==> src/rtl/disp_scan_ctrl.sv <==
// Four-digit seven-segment scan controller with a double-buffered BCD value and per-slot blanking.
// Define DISP_LZ_SUPPRESS_EN to blank leading zero digits (digit 0 is always shown).
module disp_scan_ctrl #(
  parameter int TICK_DIV  = 25000,
  parameter int BLANK_CYC = 500
) (
  input  logic        clk,
  input  logic        rst,
  input  logic [15:0] bcd_in,
  input  logic        ld_req,
  output logic        ld_ack,
  output logic [3:0]  ledsel,
  output logic [3:0]  digit,
  output logic        frame_start
);

  localparam int CNT_W = (TICK_DIV > 1) ? $clog2(TICK_DIV) : 1;
  localparam logic [CNT_W-1:0] CNT_LAST  = CNT_W'(TICK_DIV - 1);
  localparam logic [CNT_W-1:0] BLANK_LIM = CNT_W'(BLANK_CYC);

  typedef enum logic {BLANK, SHOW} state_t;

  state_t           state_reg, state_next;
  logic [CNT_W-1:0] cnt_reg, cnt_next;
  logic [1:0]       idx_reg, idx_next;
  logic [15:0]      active_reg, active_next;
  logic [15:0]      pending_reg, pending_next;
  logic             pend_reg, pend_next;
  logic [3:0]       ledsel_reg, ledsel_next;
  logic [3:0]       digit_reg, digit_next;
  logic             ld_ack_reg, ld_ack_next;
  logic             frame_start_reg, frame_start_next;

  logic             slot_end;
  logic             frame_end;
  logic [3:0]       lz_hide;

  assign slot_end  = (cnt_reg == CNT_LAST);
  assign frame_end = slot_end && (idx_reg == 2'd3);

`ifdef DISP_LZ_SUPPRESS_EN
  // A digit is hidden when it and every more significant nibble are zero.
  generate
    for (genvar gi = 0; gi < 4; gi++) begin : g_lz
      if (gi == 0) begin : g_lsd
        assign lz_hide[gi] = 1'b0;
      end else begin : g_upper
        assign lz_hide[gi] = (active_next[15:4*gi] == '0);
      end
    end
  endgenerate
`else
  assign lz_hide = 4'b0000;
`endif

  always_ff @(posedge clk or negedge rst) begin
    if (!rst) begin
      state_reg       <= BLANK;
      cnt_reg         <= '0;
      idx_reg         <= 2'd0;
      active_reg      <= 16'h0000;
      pending_reg     <= 16'h0000;
      pend_reg        <= 1'b0;
      ledsel_reg      <= 4'b1111;
      digit_reg       <= 4'hF;
      ld_ack_reg      <= 1'b0;
      frame_start_reg <= 1'b0;
    end else begin
      state_reg       <= state_next;
      cnt_reg         <= cnt_next;
      idx_reg         <= idx_next;
      active_reg      <= active_next;
      pending_reg     <= pending_next;
      pend_reg        <= pend_next;
      ledsel_reg      <= ledsel_next;
      digit_reg       <= digit_next;
      ld_ack_reg      <= ld_ack_next;
      frame_start_reg <= frame_start_next;
    end
  end

  // Outputs are computed from the next (cnt, idx) so the registered values line up with them.
  always_comb begin
    cnt_next         = slot_end ? '0 : cnt_reg + CNT_W'(1);
    idx_next         = slot_end ? idx_reg + 2'd1 : idx_reg;
    pending_next     = ld_req ? bcd_in : pending_reg;
    pend_next        = frame_end ? ld_req : (pend_reg | ld_req);
    active_next      = (frame_end && pend_reg) ? pending_reg : active_reg;
    ld_ack_next      = frame_end && pend_reg;
    frame_start_next = frame_end;
    ledsel_next      = 4'b1111;
    digit_next       = 4'hF;
    state_next       = state_reg;

    case (state_reg)
      BLANK:   state_next = (cnt_next >= BLANK_LIM) ? SHOW : BLANK;
      SHOW:    state_next = (slot_end && (BLANK_LIM != '0)) ? BLANK : SHOW;
      default: state_next = BLANK;
    endcase

    if (state_next == SHOW) begin
      ledsel_next[idx_next] = 1'b0;
      digit_next            = lz_hide[idx_next] ? 4'hF : active_next[4*idx_next +: 4];
    end
  end

  assign ledsel      = ledsel_reg;
  assign digit       = digit_reg;
  assign ld_ack      = ld_ack_reg;
  assign frame_start = frame_start_reg;

endmodule

==> config.mk <==
export PLATFORM = sky130hd
export DESIGN_NAME = disp_scan_ctrl
export DESIGN_NICKNAME = d
export VERILOG_FILES = /design/src/rtl/disp_scan_ctrl.sv
export SDC_FILE = /design/constraint.sdc
export NUM_CORES = 1
export LEC_CHECK = 0
export ABC_AREA = 1
export BUFFER_PORTS_ARGS = -buffer_cell sky130_fd_sc_hd__buf_2
export CORE_MARGIN = 2
export CORE_UTILIZATION = 53
export DETAILED_ROUTE_END_ITERATION = 16
export PLACE_DENSITY = 0.76
export SKIP_LAST_GASP = 1
export SLEW_MARGIN = 40
export SYNTH_ARGS = -nofsm -noshare
export SYNTH_HDL_FRONTEND = slang
export SYNTH_SLANG_ARGS = --single-unit
export TNS_END_PERCENT = 100
==> constraint.sdc <==
create_clock -name clk -period 1.75 [get_ports clk]
set_clock_uncertainty 0.2 [all_clocks]
set_input_delay 0.35 -clock clk [delete_from_list [all_inputs] [get_ports clk]]
set_output_delay 0.35 -clock clk [all_outputs]
set_load 0.1 [all_outputs]
Word level (Yosys, flattened, before mapping)
Index checks and enable logic that the tools add are counted.

Register bits after elaboration: 61. Output and inout port bits: 10. Word-level logic and storage cells: 38.

Add/sub/neg operators: 2. Order comparisons: 3. Equality and inequality tests: 2. Shift-type cells: 1. Mux-type cells: 14. Bitwise gates (word level): 3. Reduce and logical (&&, ||, !) cells: 3.

Operator list (number): $mux 16 (1); $shiftx 16x5->4 (1); $add 15x1->15 const B (1); $eq 15x15->1 const B (1); $ge 15x9->1 const B (1); $mux 15 (1); $mux 4 (3); $mux 1 (5); $not 4->4 (1); $logic_and 1x1->1 (3); $lt 2x3->1 const B (1); $add 2x1->2 const B (1); $bmux 1 s2 (1); $demux 1 s2 (1); $eq 2x2->1 const B (1); $ge 2x1->1 const B (1); $mux 2 (1); $pmux 1 s2 (1); $not 1->1 (1); $or 1x1->1 (1).

Depth between registers and ports, before layout
Gate-level depths: netlist of run 1.

Word-level depth: 8. Depth in mapped cells: 14. Gate-level depth less buffers: 14.

Least setup slack after synthesis of run 1
No wires, ideal clock.

Kind: reg-to-reg. Start point: reg cnt_reg[0]. End point: reg digit_reg[0], in the netlist digit[0]. Setup time: 85 ps. Arrival: 1585 ps. Required time: 1465 ps. Path slack: -120 ps. Cell stages (with the launch flop): 14. Buffers on the path: 1. Clock period less this slack: 1870 ps. Cells stage by stage: dfrtp_1 ha_1 nand2_2 inv_2 nand3_4 nor2_8 nand3_4 buf_6 nand2_1 o21ai_1 nand2_1 nand2_1 nor2_1 nand2_1.

Cells in the longest elaborated chain, start to end: 7.

Ends and longest elaborated chain: from (decl) (line 24) `logic [CNT_W-1:0] cnt_reg, cnt_next;`; from (signal assigned) (line 70) `cnt_reg <= cnt_next;`; $eq 15x15->1 (line 38) `assign slot_end = (cnt_reg == CNT_LAST);`; $logic_and 1x1->1 (line 39) `assign frame_end = slot_end && (idx_reg == 2'd3);`; $logic_and 1x1->1 (line 88) `active_next = (frame_end && pend_reg) ? pending_reg : active_reg;`; $mux 16 (line 88); net active_next[4] (line 26) `logic [15:0] active_reg, active_next;`; $shiftx 16x5->4 (line 103) `digit_next = lz_hide[idx_next] ? 4'hF : active_next[4*idx_next +: 4];`; $mux 4 (line 103); $mux 4 (line 101) `if (state_next == SHOW) begin`; net digit_next[0] (line 30) `logic [3:0] digit_reg, digit_next;`; to (signal assigned) (line 76) `digit_reg <= digit_next;`; to (decl) (line 30).

The timed path passes the listed nets, and every way through them passes these cells. The select of a mux whose other input is x is not followed. A chain may end at the register's enable or synchronous reset.

Worst setup path after layout of run 1
Start point: reg cnt_reg[0]. End point: reg digit_reg[3], in the netlist digit[3].

Cells in the longest elaborated chain, start to end: 7.

Ends and longest elaborated chain (line): branches (longest 6 deep; another with $add 15x1->15); $mux 4 * (101); net digit_next[3] (30).

Mark *: on every way through the listed nets, which the timed path passes. The select of a mux whose other input is x is not followed.

==> flow_summary.yaml, run 1 <==
status:
  violations: "negative setup slack"
  outcome: "complete, but fails checks"
timing:
  rsz0062_at_grt: "true"
  min_period_ns: 2.15
  finalCritPeriodShare_pct: 123
  hold_violations: 0
  setup_tns_ns: -6.27
  worst_slack_ns: -0.402
  drv_slew: 0
  relSlewSlack_pct: 67.5
  worst_pin_slew_ns: 0.491
  fmax_mhz: 465
  setup_viol: 29
  timing.hold.ws_ns: 0.0113
grt:
  grt_util_all_layers_pct: 28.6
  grt_pass1_wl_um: 13300
  grt_start_max_net_pins: 23
  gr-total-overflow: 0
  grt_pass1_vias: 2838
  antenna_found_initial: 0
placed_design:
  placed_area_mm2: 0.00365
  pre_cts_slack_ns: -0.252
  io_buffers: 28
  place_hpwl_um: 4940
  dp_cells: 488
  gp_congestion: 0.905
yosys:
  yosysMostFrequentCell: "nand2_1"
  ys_types: 30
  synth_seq_cells: 61
  yosysTopAreaCell: "dfrtp_1"
  syn-num-nets: 363
  synth-edff-count: 0
  synth_area_leaders: "dfrtp_1, nand2_1, dfstp_2"
  asyncSetResetFlopFracSynth_pct: 100
  yosys_warnings: 0
  syn_area_per_cell_um2: 8.46
  synth-seq-area-share_pct: 53.1
  synthTopCellsByCount: "nand2_1, dfrtp_1, inv_1"
  ys.flop_type: "dfrtp_1"
  syn_inst: 342
  synth_top_area_share_pct: 45.8
  syn_area_mm2: 0.00289
layout:
  finalInstanceArea_mm2: 0.00456
  drive_gt1_share_pct: 52.8
  area_growth_pct: 57.7
  nNetsFinal: 478
  fin_util_pct: 88.2
  fill_cells: 226
  final_cells: 532
  num_antenna_cells: 0
clocking:
  cts_buffer_depth: 2
  cts_made_buffers: 9
  worstSkewPairLatency_ns: 0.34
  cts_root_buf: "clkbuf_8"
  clock-sinks: 61
  clk_pin_slew_ns: 0.07
  cts_tree: "built"
  htreeDepth: 3
critical_path:
  crit_fanout: 5
  endpoint_kind: "flop"
  path_buf_inv: 2
  arrival_ns: 2.22
  crit_family: "simple AND/OR/NAND/NOR gates"
  cp_slowest_cell: "dfrtp_1"
  cpMostUsedCell: "nand2_1"
  critPathRequiredTime_ns: 1.81
  crit_path_max_incr_delay_ns: 0.44
  cp.depth: 13
  rr_worst_depth: 13
  worstSetupPathType: "reg -> reg"
  crit_path_start_kind: "flop"
  crit_chain: "ha_4 -> nand2_4 -> inv_4 -> nand3_4 -> nor2_8 -> buf_4 -> nand2_1 -> nand2_4 -> nor2_4 -> nand2_1 -> nand2_1 -> nor2_1 -> nand2_1"
die:
  die_area_mm2: 0.00607
  die_x_um: 77.9
  ios: 29
  core_area_mm2: 0.00517
  start_util_pct: 56.0
  chipHeight_um: 77.9
  rows: 26
routing:
  via_count: 2947
  drtIter0Drc: 238
  firstDrtPassIters: 4
  drc: 0
  avgViaCountPerCell: 5.54
  wl_per_cell_um: 19.1
  finalWirelength_um: 10200
  drtAntennaViolNets: 0
hold_path:
  min_path_type: "in -> reg"
  whs_path_depth: 3
power_and_ir_drop:
  ir_drop_mv: 0.700
  totalPowerFinal_mw: 3.10
  power_density_mw_per_mm2: 679
  p_leak_nw: 2.29
run:
  cap_violations: 0
layout make-up:
class                      count  area, um2  share of cell area, %
multi-input combinational    231       1560                   34.2
timing repair buffer         109        957                   21.0
tap                           70       87.6                   1.92
inverter                      45        180                   3.95
sequential                    61       1540                   33.8
clock buffer                   9        124                   2.71
clock inverter                 7        114                   2.50
worst register-to-register path: stages (launching register included):
cell     delay, ns
dfrtp_1       0.44
ha_4          0.20
nand2_4       0.06
inv_4         0.07
nand3_4       0.12
nor2_8        0.14
buf_4         0.13
nand2_1       0.11
nand2_4       0.15
nor2_4        0.07
nand2_1       0.10
nand2_1       0.08
nor2_1        0.13
nand2_1       0.09
metal layers:
layer  part of all wire [%]  up-vias  global-route usage (%)
met5                      0        -                       0
met4                    6.8        0                    14.2
met3                    5.3       64                    5.12
met2                     52      168                    51.7
met1                     36     1413                    32.4
li1                       -     1302                       -
final timing paths:
| kind | from | endpoint | slack [ns] |
|---|---|---|---|
| max | cnt_reg[0] | digit[3] | -0.40 |
| min | bcd_in[0] | pending_reg[0] | 0.01 |
| max reg2reg | cnt_reg[0] | digit[3] | -0.40 |
| min reg2reg | active_reg[9] | active_reg[9] | 0.30 |
| max in group asynchronous | rst | digit[0] | 0.52 |
| min in group asynchronous | rst | cnt_reg[6] | 0.22 |
cells in the final DEF, fill, tap and decap left out, types with 7 or more instances in the layout:
cell type	instances
nand2_1	81
buf_4	69
dfrtp_1	49
inv_1	36
nand2_2	26
nor2_1	22
buf_2	20
nand3_2	13
nand2_4	12
nor2_4	11
buf_12	10
nand3_1	9
clkbuf_8	9
mux2_2	8
o21ai_0	8
dfstp_2	8
o21ai_2	7
buf_6	7
what timing repair did:
item                       in CTS  in global routing
setup endpoints to repair      22                 29
hold endpoints to repair       15                  0
pin swaps                      18                 19
gates resized for setup        31                 83
hold buffers                    1                  0
setup buffers                  14                 13
cloned                          1                  2
kinds of logic (layout without fill, tap and decap cells):
family	after synthesis	in the layout	synth area share (%)
compound gates	22	23	4.67
xor+xnor	1	1	0.303
fa+ha+maj	2	2	0.865
buf+inv	51	170	7.18
flops	61	61	53.1
mux	8	8	3.11
simple gates	197	197	30.8
power by group:
group	internal, mW	total, mW	switching [mW]
Sequential	1.45	1.47	0.0218
Combinational	0.0452	0.112	0.0669
Clock	0.940	1.52	0.580
Total	2.43	3.10	0.669
No activity file was read; power rests on OpenSTA's default activity.
==> inputs of run 2 (changes only) <==
- CORE_UTILIZATION: 53 -> 55
- CTS_BUF_LIST: unset -> sky130_fd_sc_hd__clkbuf_8
- CTS_CLUSTER_DIAMETER: unset -> 60
- PLACE_DENSITY: 0.76 -> 0.78
==> run 2 against run 1 <==
Effect of this change:
- the flow still finishes with violations (negative setup slack)
- final area fell by 8.6%
- sequential cell count did not move
- fmax is 5.6% higher
- register-to-register slack gained 0.11 ns
- worst setup slack better by 0.11 ns
- sequential share of layout area grew 3.1 points
- largest cell class is now registers
==> flow_summary.yaml, run 2 (synthesis gave the netlist of run 1 again) <==
placed_design:
  place_hpwl_um: 4810
  gp_congestion: 0.968
  io_buffers: 28
  pre_cts_slack_ns: -0.234
layout:
  fill_cells: 293
  final_common_cell: "nand2_1"
  num_antenna_cells: 0
  drive_gt1_share_pct: 44.0
  fin_util_pct: 81.7
  area_growth_pct: 44.2
  nNetsFinal: 461
  area.sequential_mm2: 0.00154
  layout_common_cells: "nand2_1, buf_4, dfrtp_1"
  multi_input_area_mm2: 0.00141
clocking:
  worstSkewPairLatency_ns: 0.35
  cts_root_buf: "clkbuf_8"
  clk_pin_slew_ns: 0.07
  clock-sinks: 61
  cts_made_buffers: 9
  cts_tree: "built"
  htreeDepth: 3
  cts_buffer_depth: 2
routing:
  drc: 0
  m1WireLength_um: 3020
  firstDrtPassIters: 4
  via_count: 2660
  dr.max_layer_used: "met4"
  avgViaCountPerCell: 5.17
  finalWirelength_um: 8010
  drtAntennaViolNets: 0
  drtIter0Drc: 138
  dr_wl_met2_um: 4420
  wl_met3_um: 324
  wl_per_cell_um: 15.5
critical_path:
  rr_worst_depth: 11
  arrival_ns: 2.13
  crit_path_start_kind: "flop"
  endpoint_kind: "flop"
  critPathRequiredTime_ns: 1.84
  crit_fanout: 5
  worstSetupPathType: "reg -> reg"
power_and_ir_drop:
  ir_drop_mv: 0.569
  p_leak_nw: 2.15
  power_density_mw_per_mm2: 644
grt:
  grt_start_max_net_pins: 62
  gr-total-overflow: 0
  grt_pass1_vias: 2697
  antenna_found_initial: 0
  grt_pass1_wl_um: 12400
  grt_util_all_layers_pct: 27.5
timing:
  drv_slew: 0
  setup_viol: 21
  rsz0062_at_grt: "true"
  worst_pin_slew_ns: 0.489
  min_period_ns: 2.04
  worst_slack_ns: -0.288
  finalCritPeriodShare_pct: 116
  fmax_mhz: 491
  hold_violations: 0
  relSlewSlack_pct: 67.7
hold_path:
  whs_path_depth: 3
  min_path_type: "in -> reg"
die:
  core_area_mm2: 0.00511
  ios: 29
  rows: 26
  chipHeight_um: 76.5
  start_util_pct: 56.7
  die_area_mm2: 0.00586
  die_x_um: 76.5
status:
  violations: "negative setup slack"
  outcome: "complete, but fails checks"
run:
  cap_violations: 0
-- run 2: repair_timing --
item,in CTS,in global routing
cloned,1,0
pin swaps,15,11
setup endpoints to repair,20,28
hold buffers,1,0
hold endpoints to repair,53,0
gates resized for setup,25,41
setup buffers,9,3
-- run 2: metrics by stage --
stage	cells	hold slack [ns]	power, mW	cell area (um2)	TNS (ns)
after global routing	515	0.0344	2.78	4170	-5.41
after CTS	512	0.00758	2.70	4010	-2.45
after floorplan	342	-0.146	1.53	2920	-0.111
after global placement	485	0.177	1.58	3640	-2.10
after detailed placement	485	0.180	1.59	3640	-2.21
final	515	0.0174	2.69	4170	-2.87
-- run 2: per-layer routing --
metal,vias to the layer above,global-route usage [%]
met5,-,0
met4,0,10.0
met3,24,7.35
met2,101,50.9
met1,1264,29.9
li1,1271,-
-- run 2: cell type report --
type	instances	area share, %
Clock inverter	5	0.630
Multi-Input combinational cell	231	33.8
Sequential cell	61	36.9
Timing Repair Buffer	92	18.9
Clock buffer	11	3.63
Tap cell	70	2.10
Inverter	45	4.11
-- run 2: path summary, 6_finish.rpt --
kind | slack [ns] | from | end
worst max-delay path | -0.29 | cnt_reg[0] | digit[3]
min in group asynchronous | 0.34 | rst | cnt_reg[4]
worst max register to register | -0.29 | cnt_reg[0] | digit[3]
worst min register to register | 0.28 | active_reg[9] | active_reg[9]
worst min-delay path | 0.02 | bcd_in[6] | pending_reg[6]
max in group asynchronous | 0.69 | rst | ledsel[1]
-- run 2: critical path: stages, from the launching register on --
cell and delay, ns:
dfrtp_1 0.41, ha_4 0.20, nand4_1 0.15, nor2_2 0.19, nand2_1 0.10, nand2_1 0.07
nand2_1 0.12, nor2_4 0.21, nand2_1 0.09, nand2_1 0.12, nor2_2 0.05, nand2_1 0.06
-- run 2: power breakdown --
group / leakage, nW / internal, mW / switching, mW
combinational: 1.29 / 0.0455 / 0.0593
sequential: 0.769 / 1.45 / 0.0216
clock: 0.0963 / 0.578 / 0.537
==> inputs of run 3 (changes only) <==
- PLACE_DENSITY: 0.78 -> 0.88
==> run 3 against run 2 <==
Effect of this change:
- the flow still finishes with violations (negative setup slack)
- clock-buffer cell count fell by 2
- sequential power barely moved
- worst setup slack got worse by 0.27 ns
- via count rose by 17%
- sequential share of layout area fell by 2.1 points
- die area did not move
- worst hold slack improved by 0.0055 ns
- sequential cell count did not move
- combinational power rose by 22%
- first-iteration DRC count rose to 2.6 times the previous value
- routed wire length rose by 41%
- critical path type unchanged
- largest power group unchanged
==> flow_summary.yaml, run 3 (synthesis gave the netlist of run 1 again) <==
layout:
  area_growth_pct: 52.5
  finalInstanceArea_mm2: 0.00441
  fin_util_pct: 86.4
  final_cells: 531
  final_common_cell: "nand2_1"
  layout_common_cells: "nand2_1, buf_4, dfrtp_1"
  num_antenna_cells: 0
  drive_gt1_share_pct: 48.8
  nNetsFinal: 477
timing:
  relSlewSlack_pct: 68.0
  hold_violations: 0
  timing.hold.ws_ns: 0.0229
  fmax_mhz: 433
  drv_slew: 0
  setup_tns_ns: -5.90
  rsz0062_at_grt: "true"
  worst_pin_slew_ns: 0.479
  setup_viol: 26
  min_period_ns: 2.31
  finalCritPeriodShare_pct: 132
  worst_slack_ns: -0.559
routing:
  wl_per_cell_um: 21.2
  via_count: 3121
  drtAntennaViolNets: 0
  firstDrtPassIters: 5
  drtIter0Drc: 360
  avgViaCountPerCell: 5.88
  finalWirelength_um: 11300
  drc: 0
die:
  chipHeight_um: 76.5
  die_area_mm2: 0.00586
  core_area_mm2: 0.00511
  rows: 26
  die_x_um: 76.5
  start_util_pct: 56.7
  ios: 29
clocking:
  cts_buffer_depth: 2
  cts_tree: "built"
  worstSkewPairLatency_ns: 0.36
  cts_root_buf: "clkbuf_8"
  htreeDepth: 3
  clock-sinks: 61
  cts_made_buffers: 9
  clk_pin_slew_ns: 0.09
grt:
  antenna_found_initial: 0
  grt_util_all_layers_pct: 32.6
  grt_start_max_net_pins: 31
  grt_pass1_vias: 3092
  grt_pass1_wl_um: 14600
  gr-total-overflow: 0
run:
  cap_violations: 0
placed_design:
  placed_area_mm2: 0.00369
  dp_cells: 492
  place_hpwl_um: 5240
  io_buffers: 28
  gp_congestion: 0.888
  pre_cts_slack_ns: -0.356
critical_path:
  crit_fanout: 7
  worstSetupPathType: "reg -> reg"
  critPathRequiredTime_ns: 1.83
  arrival_ns: 2.39
  endpoint_kind: "flop"
  crit_path_start_kind: "flop"
power_and_ir_drop:
  ir_drop_mv: 1.03
  totalPowerFinal_mw: 2.86
  p_leak_nw: 2.25
  power_density_mw_per_mm2: 648
status:
  violations: "negative setup slack"
  outcome: "complete, but fails checks"
hold_path:
  min_path_type: "in -> reg"
## run 3: cell count changes in the layout (fill, tap and decap cells not counted), sizes merged
cell,before,now
buf,91,103
bufinv,0,1
clkbuf,11,9
clkinvlp,1,2
nand3,28,31
nor2,40,41
## run 3: final timing paths
| kind | endpoint | cells past startpoint | from | slack [ns] |
|---|---|---|---|---|
| worst max-delay path | digit[3] | 12 | cnt_reg[9] | -0.56 |
| worst min-delay path | pending_reg[3] | 3 | bcd_in[3] | 0.02 |
| worst max register to register | digit[3] | 12 | cnt_reg[9] | -0.56 |
| worst min register to register | active_reg[1] | 2 | active_reg[1] | 0.32 |
| max in group asynchronous | digit[2] | 3 | rst | 0.46 |
| min in group asynchronous | cnt_reg[11] | 2 | rst | 0.31 |
## run 3: final cells by class
type,count,area [um2]
sequential,61,1540
fill,219,694
multi-input combinational,235,1520
inverter,45,175
clock buffer,9,124
clock inverter,7,67.6
tap,70,87.6
timing repair buffer,104,906
## run 3: routing by layer
| layer | GRT usage [%] | vias to the layer above | part of all wire, % |
|---|---|---|---|
| met5 | 0 | - | 0 |
| met4 | 22.4 | 0 | 9.2 |
| met3 | 7.11 | 105 | 8.3 |
| met2 | 59.4 | 246 | 49 |
| met1 | 32.9 | 1468 | 34 |
| li1 | - | 1302 | - |
## run 3: worst max-delay path, cell delays in order (launching register included)
cell     delay [ns]
dfrtp_1        0.44
inv_1          0.12
nand2_1        0.06
nor2_1         0.11
nand2_2        0.11
nor2_8         0.22
nand3_4        0.21
nand2_1        0.23
o21ai_2        0.13
nand2_1        0.11
nand2_2        0.10
nor2_4         0.12
nand2_2        0.06
## run 3: timing repair
action,in CTS,in global routing
setup endpoints to repair,26,30
gates cloned,4,1
pin swaps,15,19
resized for setup,36,53
endpoints found under the hold margin,9,0
buffers inserted,8,12
hold buffers,1,0
## run 3: report_power, final
group | total [mW] | switching [mW] | internal, mW | leakage, nW
Combinational | 0.128 | 0.0779 | 0.0500 | 1.38
Sequential | 1.47 | 0.0219 | 1.45 | 0.772
Clock | 1.27 | 0.616 | 0.650 | 0.0964
Total | 2.86 | 0.716 | 2.14 | 2.25
